--- src/rtl/data_cache_controller_pkg.sv ---
// rtl/data_cache_controller_pkg.sv - shared constants, state encoding and address-split helpers
package data_cache_controller_pkg;

  localparam int WORD_SIZE  = 16;
  localparam int LINE_WORDS = 4;
  localparam int OFFSET_W   = 2;

  typedef enum logic [1:0] {
    IDLE,
    WRITEBACK,
    FILL,
    RESP
  } state_t;

  function automatic int index_width(input int lines);
    return $clog2(lines);
  endfunction

  function automatic int tag_width(input int word_size, input int lines);
    return word_size - OFFSET_W - $clog2(lines);
  endfunction

endpackage

--- src/rtl/data_cache_controller_line_store.sv ---
// rtl/data_cache_controller_line_store.sv - valid/dirty/tag/data arrays with combinational lookup
module cache_line_store #(
  parameter int WORD_SIZE = data_cache_controller_pkg::WORD_SIZE,
  parameter int LINES     = 8
) (
  input  logic clk,
  input  logic reset_n,
  input  logic [data_cache_controller_pkg::index_width(LINES)-1:0] index,
  input  logic [data_cache_controller_pkg::tag_width(WORD_SIZE, LINES)-1:0] tag,
  output logic hit,
  output logic victim_valid,
  output logic victim_dirty,
  output logic [data_cache_controller_pkg::tag_width(WORD_SIZE, LINES)-1:0] victim_tag,
  output logic [data_cache_controller_pkg::LINE_WORDS*WORD_SIZE-1:0] victim_line,
  input  logic line_we,
  input  logic line_dirty,
  input  logic [data_cache_controller_pkg::LINE_WORDS*WORD_SIZE-1:0] line_data,
  input  logic word_we,
  input  logic [data_cache_controller_pkg::OFFSET_W-1:0] word_offset,
  input  logic [WORD_SIZE-1:0] word_data
);
  import data_cache_controller_pkg::*;

  localparam int TW = tag_width(WORD_SIZE, LINES);
  localparam int LW = LINE_WORDS * WORD_SIZE;

  logic [LINES-1:0] valid_q;
  logic [LINES-1:0] dirty_q;
  logic [TW-1:0]    tag_q  [LINES];
  logic [LW-1:0]    data_q [LINES];

  assign victim_valid = valid_q[index];
  assign victim_dirty = dirty_q[index];
  assign victim_tag   = tag_q[index];
  assign victim_line  = data_q[index];
  assign hit          = valid_q[index] && (tag_q[index] == tag);

  always_ff @(posedge clk) begin
    if (!reset_n) begin
      valid_q <= '0;
      dirty_q <= '0;
    end else if (line_we) begin
      valid_q[index] <= 1'b1;
      dirty_q[index] <= line_dirty;
    end else if (word_we) begin
      dirty_q[index] <= 1'b1;
    end
  end

  // Tag and data need no reset: they are ignored while the valid bit is clear.
  always_ff @(posedge clk) begin
    if (line_we) begin
      tag_q[index]  <= tag;
      data_q[index] <= line_data;
    end else if (word_we) begin
      data_q[index][int'(word_offset)*WORD_SIZE +: WORD_SIZE] <= word_data;
    end
  end

endmodule

--- src/rtl/data_cache_controller.sv ---
// rtl/data_cache_controller.sv - direct-mapped write-back data cache FSM with hit/miss statistics
module data_cache_controller #(
  parameter int WORD_SIZE   = data_cache_controller_pkg::WORD_SIZE,
  parameter int LINES       = 8,
  parameter int MEM_LATENCY = 2
) (
  input  logic                   clk,
  input  logic                   reset_n,
  input  logic                   cpu_req,
  input  logic                   cpu_we,
  input  logic [WORD_SIZE-1:0]   cpu_addr,
  input  logic [WORD_SIZE-1:0]   cpu_wdata,
  output logic [WORD_SIZE-1:0]   cpu_rdata,
  output logic                   cpu_ready,
  output logic                   readM,
  output logic                   writeM,
  output logic [WORD_SIZE-1:0]   address,
  input  logic [4*WORD_SIZE-1:0] mem_rdata,
  output logic [4*WORD_SIZE-1:0] mem_wdata,
  output logic [15:0]            hit_count,
  output logic [15:0]            miss_count
);
  import data_cache_controller_pkg::*;

  localparam int IW = index_width(LINES);
  localparam int TW = tag_width(WORD_SIZE, LINES);
  localparam int LW = LINE_WORDS * WORD_SIZE;
  localparam int CW = $clog2(MEM_LATENCY + 1);

  state_t        state, next_state;
  logic [CW-1:0] cnt;

  logic [IW-1:0]       req_index;
  logic [TW-1:0]       req_tag;
  logic [OFFSET_W-1:0] req_offset;

  logic          hit, victim_valid, victim_dirty;
  logic [TW-1:0] victim_tag;
  logic [LW-1:0] victim_line;
  logic [LW-1:0] fill_line;

  logic xfer_done, idle_hit, idle_miss, fill_done;

  assign req_offset = cpu_addr[OFFSET_W-1:0];
  assign req_index  = cpu_addr[OFFSET_W +: IW];
  assign req_tag    = cpu_addr[WORD_SIZE-1 -: TW];

  assign xfer_done = (cnt == CW'(MEM_LATENCY - 1));
  assign idle_hit  = (state == IDLE) && cpu_req && hit;
  assign idle_miss = (state == IDLE) && cpu_req && !hit;
  assign fill_done = (state == FILL) && xfer_done;
  assign mem_wdata = victim_line;

  // A store miss merges the CPU word into the incoming line before it is written.
  always_comb begin
    fill_line = mem_rdata;
    if (cpu_we) fill_line[int'(req_offset)*WORD_SIZE +: WORD_SIZE] = cpu_wdata;
  end

  cache_line_store #(
    .WORD_SIZE (WORD_SIZE),
    .LINES     (LINES)
  ) u_store (
    .clk          (clk),
    .reset_n      (reset_n),
    .index        (req_index),
    .tag          (req_tag),
    .hit          (hit),
    .victim_valid (victim_valid),
    .victim_dirty (victim_dirty),
    .victim_tag   (victim_tag),
    .victim_line  (victim_line),
    .line_we      (fill_done),
    .line_dirty   (cpu_we),
    .line_data    (fill_line),
    .word_we      (idle_hit && cpu_we),
    .word_offset  (req_offset),
    .word_data    (cpu_wdata)
  );

  always_ff @(posedge clk) begin
    if (!reset_n) begin
      state <= IDLE;
      cnt   <= '0;
    end else begin
      state <= next_state;
      if ((state == WRITEBACK || state == FILL) && !xfer_done) cnt <= cnt + CW'(1);
      else                                                     cnt <= '0;
    end
  end

  always_comb begin
    next_state = state;
    readM      = 1'b0;
    writeM     = 1'b0;
    cpu_ready  = 1'b0;
    address    = '0;
    case (state)
      IDLE: begin
        if (idle_hit)                                 next_state = RESP;
        else if (idle_miss && victim_valid && victim_dirty) next_state = WRITEBACK;
        else if (idle_miss)                           next_state = FILL;
      end
      WRITEBACK: begin
        writeM  = 1'b1;
        address = {victim_tag, req_index, 2'b00};
        if (xfer_done) next_state = FILL;
      end
      FILL: begin
        readM   = 1'b1;
        address = {req_tag, req_index, 2'b00};
        if (xfer_done) next_state = RESP;
      end
      RESP: begin
        cpu_ready  = 1'b1;
        next_state = IDLE;
      end
      default: next_state = IDLE;
    endcase
  end

  always_ff @(posedge clk) begin
    if (!reset_n) begin
      cpu_rdata  <= '0;
      hit_count  <= '0;
      miss_count <= '0;
    end else begin
      if (idle_hit && !cpu_we)
        cpu_rdata <= victim_line[int'(req_offset)*WORD_SIZE +: WORD_SIZE];
      else if (fill_done && !cpu_we)
        cpu_rdata <= mem_rdata[int'(req_offset)*WORD_SIZE +: WORD_SIZE];
      if (idle_hit && hit_count != 16'hFFFF)   hit_count  <= hit_count + 16'd1;
      if (idle_miss && miss_count != 16'hFFFF) miss_count <= miss_count + 16'd1;
    end
  end

endmodule

--- config.mk ---
export PLATFORM = sky130hd
export DESIGN_NAME = data_cache_controller
export DESIGN_NICKNAME = d
export VERILOG_FILES = /design/src/rtl/data_cache_controller_pkg.sv /design/src/rtl/data_cache_controller_line_store.sv /design/src/rtl/data_cache_controller.sv
export SDC_FILE = /design/constraint.sdc
export NUM_CORES = 1
export LEC_CHECK = 0
export BUFFER_PORTS_ARGS = -buffer_cell sky130_fd_sc_hd__buf_2
export CAP_MARGIN = 20
export CORE_UTILIZATION = 32
export DETAILED_ROUTE_END_ITERATION = 12
export GPL_TIMING_DRIVEN = 0
export SLEW_MARGIN = 15
export SYNTH_ARGS = -nofsm -noshare
export SYNTH_HDL_FRONTEND = slang
export SYNTH_SLANG_ARGS = --single-unit
export TNS_END_PERCENT = 50
--- constraint.sdc ---
create_clock -name clk -period 6.95 [get_ports clk]
set_input_delay 0.695 -clock clk [delete_from_list [all_inputs] [get_ports clk]]
set_output_delay 0.695 -clock clk [all_outputs]
set_load 0.01 [all_outputs]
==> flow_summary.toml, run 1 <==
[synthesis]
synthFlopType = "edfxtp_1"
synth_top_cell_area_share_pct = 65.8
postSynthRegisterBits = 668
distinct_cell_type_count_after_synthesis = 58
syn_inst_count = 1855
synthesis.area_per_instance_um2 = 14.8
seq_area_frac_synth_pct = 70.8
number_of_flops_mapped_to_enable_cells_by_yosys = 600
ffs_w_async_s_r_synth_pct = 0
ys_top_cells_by_area = "edfxtp_1, a22oi_1, dfxtp_1, a22o_1, mux4_2"
yosysWarningCount = 0
synth_top_cell_by_area = "edfxtp_1"
syn-cell-area_um2 = 27400

[global_routing]
number_of_antenna_violations_at_the_first_check_in_global_routing = 10
global_route_wire_length_before_repair_um = 142000
grt_use_total_pct = 23.5
grt_pass1_vias = 18611
grt.overflow.total = 0
grt_start_max_net_pins = 17

[cts]
cts.sink_count = 668
cts_hold_buf = 0
tritoncts = "done"
cts_setup_buffers = 0
ctsRootBufferMaster = "clkbuf_16"
path_clk_slew_ns = 0.06
clk_latency_ns = 0.63
cts_repair_resize_count = 0
htree_levels = 3
cts-buffers-inserted = 68
cts-root-to-sink-buffers = 3

[worst_hold_path]
holdCritStartpoint = "cpu_addr[13]"
holdPathStages = 1
hold_path_end = "u_store.tag_q[4][8]$_DFFE_PP_"
hold_class = "in2reg"

[detailed_routing]
post_drt_via_cell_ratio = 5.89
remaining_drc_errors = 0
routed_wirelength_um = 104000
count_of_antenna_violating_nets_left_after_detailed_routing = 0
drt_iter0_drc = 2697
routedWlPerCell_um = 30.7
vias = 19914
number_of_search_and_repair_iterations_in_the_first_detailed_routing_pass = 6

[power_and_ir_drop]
power.density_nw_per_um2 = 277
power.static_leakage_nw = 11.1
post-layout-total-power_mw = 9.05
max-vdd-ir-drop_mv = 0.169

[setup_path]
regToRegStartpoint = "u_store.tag_q[3][8]$_DFFE_PP_"
critical_path_class = "in2out"
timing.critical_path.from = "cpu_addr[4]"
critPathRequiredTime_ns = 6.25
rr_endpoint = "u_store.data_q[6][54]$_DFFE_PP_"
worst-endpoint-arrival_ns = 5.44
setup.reg_to_reg.worst_slack_ns = 2.14
critical_path.startpoint_type = "input port"
critical_path_peak_fanout = 10
reg2reg_depth = 10
timing.critical_path.to_type = "output pin"

[timing]
fmaxAchievable_ghz = 0.163
finalHoldViolCount = 0
worst-slew-pin-transition_ns = 1.23
worst_clock_skew_ns = 0.0364
layout_min_cycle_time_ns = 6.13
setup_ws_ns = 0.820
drv_slew = 0
post-route-period-util_pct = 88.2
rsz0062_at_grt = "false"
setup_total_negative_slack_ns = 0
final-setup-viol-count = 0
slew_headroom_pct = 18.2

[run]
maxcap_violations = 0

[final_layout]
nNetsFinal = 2297
area_delta_synth_final_pct = 19.6
n_fill_cell = 7891
layout-drive-gt1-share_pct = 21.5
layout.cells.non_filler = 3380

[floorplanning]
number_of_placement_rows = 106
vertical_die_dimension_um = 294
effective_utilization_at_floorplan_pct = 32.5
core_region_area_um2 = 84100
ioPinCount = 231
fp.dieArea_um2 = 86700
die_width_um = 294

[place]
dp_slack_ns = 0.915
place_congestion = 1.04
dpl.cell_count = 3248
io_buffer_count = 226
detailed_place_hpwl_um = 74500

[run_status]
status = "completed"
## sequential cells by signal, indices dropped and copies added, names as in the netlist
name             cells
cnt                  2
cpu_rdata           16
hit_count           16
miss_count          16
state                2
u_store.data_q     512
u_store.dirty_q      8
u_store.tag_q       88
u_store.valid_q      8
## power by group
part / total, mW / internal [mW] / switching [mW]
combinational: 0.956 / 0.279 / 0.677
clock: 3.61 / 2.01 / 1.60
sequential: 4.48 / 4.46 / 0.0275
## critical path, stage by stage
cell      delay [ns]
buf_2           0.12
nor2b_1         0.56
and2_1          0.30
clkbuf_1        0.35
clkbuf_1        0.81
clkbuf_1        0.94
clkbuf_1        0.83
a22oi_1         0.22
nand4_1         0.37
buf_2           0.21
## cell usage in the layout (no fill, tap or decap), types with 11 or more instances in the layout
cell type | synthesis | final
edfxtp_1 | 600 | 600
and4_1 | 22 | 22
clkinv_1 | 2 | 17
a21oi_1 | 25 | 25
mux4_2 | 32 | 32
ha_1 | 12 | 12
nand2b_1 | 11 | 11
buf_6 | 3 | 12
buf_1 | 14 | 14
o211ai_1 | 20 | 20
dfxtp_1 | 68 | 68
and2_1 | 18 | 18
o21ai_0 | 28 | 28
a211oi_1 | 17 | 17
and3_1 | 13 | 13
nor2_1 | 90 | 50
mux2i_1 | 31 | 31
nor3_1 | 17 | 16
buf_8 | 0 | 22
buf_2 | 20 | 247
clkbuf_16 | 0 | 69
nand4_1 | 42 | 42
inv_1 | 77 | 77
clkinv_2 | 0 | 12
nor2_2 | 0 | 33
a22oi_1 | 204 | 204
nand2_1 | 113 | 113
clkbuf_1 | 87 | 98
o2111ai_1 | 17 | 17
nand3_1 | 29 | 29
nand3b_1 | 11 | 11
a22o_1 | 101 | 101
## per-stage QoR
| stage | utilization (%) | hold slack (ns) | cell area, um^2 |
|---|---|---|---|
| finish | 38.9 | 0.398 | 32700 |
| global route | 38.9 | 0.384 | 32700 |
| CTS | 38.9 | 0.360 | 32700 |
| detailed placement | 36.3 | 0.415 | 30500 |
| global placement | 35.6 | 0.413 | 29900 |
| floorplan | - | 0.398 | 27400 |
## logic make-up after synthesis
kind of cell / after synthesis / synth area share [%]
compound gates: 464 / 12.9
xor+xnor: 18 / 0.604
fa+ha+maj: 12 / 0.549
buf+inv: 205 / 3.01
flops: 668 / 70.8
mux: 74 / 4.26
other cells: 1 / 0.0137
simple gates: 413 / 7.82
## how the worst max path moves through the flow
stage	endpoint	slack [ns]	cells after the start
after floorplan	u_store.data_q[0][32]$_DFFE_PP_	2.77	11
after global placement	u_store.data_q[2][25]$_DFFE_PP_	0.33	11
after detailed placement	cpu_rdata[10]$_SDFFE_PN0P_	0.91	14
after CTS	mem_wdata[55]	1.09	10
after global routing	mem_wdata[49]	1.01	10
final	mem_wdata[55]	0.82	10
## metal layers
metal	GRT usage (%)	wire length [um]
met1	31.3	39400
met2	35.8	45800
met3	7.55	14500
met4	8.50	4030
met5	0	46
## area by class of cell
cell class	instances	area (um^2)	area share (%)
sequential	668	19400	59.2
clock buffer	83	1790	5.47
antenna	7	17.5	0.0535
timing repair buffer	259	1580	4.81
inverter	79	297	0.906
buffer	126	531	1.62
clock inverter	41	374	1.14
tap	1134	1420	4.34
multi-input combinational	983	7340	22.4
## cell usage after synthesis (all sizes together), types with 11 or more instances
master     n
a22o     101
o21ai     29
xor2      11
nor3      18
nand3     29
o211ai    20
nor4      11
clkbuf    87
a21oi     25
and3      13
and2      20
nand4     43
nand2b    11
nand2    113
mux4      32
ha        12
mux2i     32
nor2      90
buf       39
nand3b    11
a22oi    204
o2111ai   17
edfxtp   600
a211oi    17
dfxtp     68
and4      22
inv       77
Note: power is estimated with default switching activity, not from simulation.
==> run 2, diff against run 1 <==
--- a/config.mk
+++ b/config.mk
@@ -7,9 +7,10 @@
 export LEC_CHECK = 0
 export BUFFER_PORTS_ARGS = -buffer_cell sky130_fd_sc_hd__buf_2
 export CAP_MARGIN = 20
-export CORE_UTILIZATION = 32
+export CORE_UTILIZATION = 50
 export DETAILED_ROUTE_END_ITERATION = 12
 export GPL_TIMING_DRIVEN = 0
+export PLACE_DENSITY = 0.69
 export SLEW_MARGIN = 15
 export SYNTH_ARGS = -nofsm -noshare
 export SYNTH_HDL_FRONTEND = slang
==> run 2 against run 1 <==
Worst hold slack improved by 0.0044 ns. Non-clock buffer count up 7. Clock skew down 0.0025 ns. Global-route usage rose by 11 points. Worst setup slack gained 0.079 ns. Utilization is 21 points higher. First-iteration DRC count increased by 9.6%. Largest cell class unchanged. Power grew 0.67%. Routed wire length fell by 6.7%. Critical path depth is 1 higher. Cell area down 1.4%. Final cell count shrank 13%. Critical endpoint is now mem_wdata[47].
==> flow_summary.toml, run 2 (synthesis results as in run 1) <==
[timing]
fmaxAchievable_ghz = 0.165
worst_clock_skew_ns = 0.0339
slew_headroom_pct = 19.0
setup_total_negative_slack_ns = 0
drv_slew = 0
final-setup-viol-count = 0
worst-slew-pin-transition_ns = 1.21
finalHoldViolCount = 0
layout_min_cycle_time_ns = 6.05
rsz0062_at_grt = "false"
post-route-period-util_pct = 87.1

[run]
maxcap_violations = 0

[global_routing]
grt_start_max_net_pins = 15
grt.overflow.total = 0
grt_use_total_pct = 34.5
number_of_antenna_violations_at_the_first_check_in_global_routing = 1
grt_pass1_vias = 18601
global_route_wire_length_before_repair_um = 134000

[cts]
cts-root-to-sink-buffers = 3
htree_levels = 3
cts_setup_buffers = 0
cts_hold_buf = 0
cts.sink_count = 668
tritoncts = "done"
ctsRootBufferMaster = "clkbuf_16"
path_clk_slew_ns = 0.06
cts-buffers-inserted = 70
cts_repair_resize_count = 0
clk_latency_ns = 0.62

[floorplanning]
fp.dieArea_um2 = 55700
vertical_die_dimension_um = 236
ioPinCount = 231
die_width_um = 236
number_of_placement_rows = 85
core_region_area_um2 = 53900
effective_utilization_at_floorplan_pct = 50.8

[setup_path]
regToRegStartpoint = "u_store.tag_q[7][8]$_DFFE_PP_"
reg2reg_depth = 11
worst-endpoint-arrival_ns = 5.36
critical_path_class = "in2out"
timing.critical_path.to_type = "output pin"
timing.critical_path.from = "cpu_addr[4]"
critical_path_peak_fanout = 10
critical_path.startpoint_type = "input port"
critPathRequiredTime_ns = 6.25
setup.reg_to_reg.worst_slack_ns = 2.16

[power_and_ir_drop]
max-vdd-ir-drop_mv = 0.210
power.density_nw_per_um2 = 282
post-layout-total-power_mw = 9.11
power.static_leakage_nw = 11.1

[final_layout]
finish.utilization_pct = 59.8
layout_top_registers = "u_store.data_q: 512 flops, u_store.tag_q: 88 flops"
n_fill_cell = 4149
registers.top_by_ff_count = "u_store.data_q"
nNetsFinal = 2306
layout.cells.non_filler = 2940
area_delta_synth_final_pct = 17.9
largest_register_ffs = 512
diodes = 0
most-common-layout-cells = "edfxtp_1, buf_2, a22oi_1"
layout-drive-gt1-share_pct = 21.5
most_common_library_cell_in_the_layout_ignoring_fill_and_taps = "edfxtp_1"

[place]
place_congestion = 1.03
detailed_place_hpwl_um = 68700
dpl.cell_count = 2816
io_buffer_count = 226

[worst_hold_path]
holdPathStages = 1
holdCritStartpoint = "cpu_addr[13]"
hold_class = "in2reg"

[detailed_routing]
number_of_search_and_repair_iterations_in_the_first_detailed_routing_pass = 9
drt_iter0_drc = 2956
routedWlPerCell_um = 32.9
post_drt_via_cell_ratio = 6.69
vias = 19659
routed_wirelength_um = 96700
count_of_antenna_violating_nets_left_after_detailed_routing = 0
remaining_drc_errors = 0

[run_status]
status = "completed"
run 2: area by class of cell:
class	instances	area, um^2	share of cell area, %
Tap cell	696	871	2.70
Timing Repair Buffer	266	1660	5.13
Clock buffer	90	1910	5.92
Multi-Input combinational cell	983	7300	22.6
Sequential cell	668	19400	60.1
Inverter	79	297	0.919
Clock inverter	32	319	0.989
Buffer	126	528	1.64
run 2: stage by stage:
| stage | cell area [um^2] | hold slack (ns) | worst slack (ns) |
|---|---|---|---|
| floorplan | 27400 | 0.398 | 2.77 |
| global placement | 29400 | 0.407 | 0.468 |
| CTS | 32200 | 0.387 | 1.07 |
| detailed placement | 30000 | 0.416 | 1.01 |
| finish | 32300 | 0.402 | 0.899 |
| global route | 32300 | 0.416 | 0.878 |
run 2: final timing paths:
kind                                                         to
worst min-delay path              u_store.tag_q[7][8]$_DFFE_PP_
worst min register to register                cnt[0]$_SDFF_PN0_
worst max-delay path                              mem_wdata[47]
worst max register to register  u_store.data_q[6][56]$_DFFE_PP_
run 2: where the power goes:
| part | internal, mW | switching (mW) |
|---|---|---|
| registers | 4.46 | 0.0278 |
| logic | 0.281 | 0.648 |
| clock network | 2.16 | 1.53 |
| total | 6.90 | 2.21 |
run 2: routing by layer:
| metal | global-route usage [%] | share of wire [%] |
|---|---|---|
| met1 | 46.5 | 37 |
| met2 | 52.7 | 45 |
| met3 | 8.65 | 14 |
| met4 | 15.9 | 5.1 |
| met5 | 0 | 0.0093 |
run 2: critical path: stages:
cell	delay [ns]
buf_2	0.13
buf_1	0.33
clkbuf_1	0.46
and3b_1	0.33
clkbuf_1	0.61
buf_2	0.47
buf_1	0.92
clkbuf_1	0.77
a22oi_1	0.16
nand3_1	0.27
buf_2	0.18
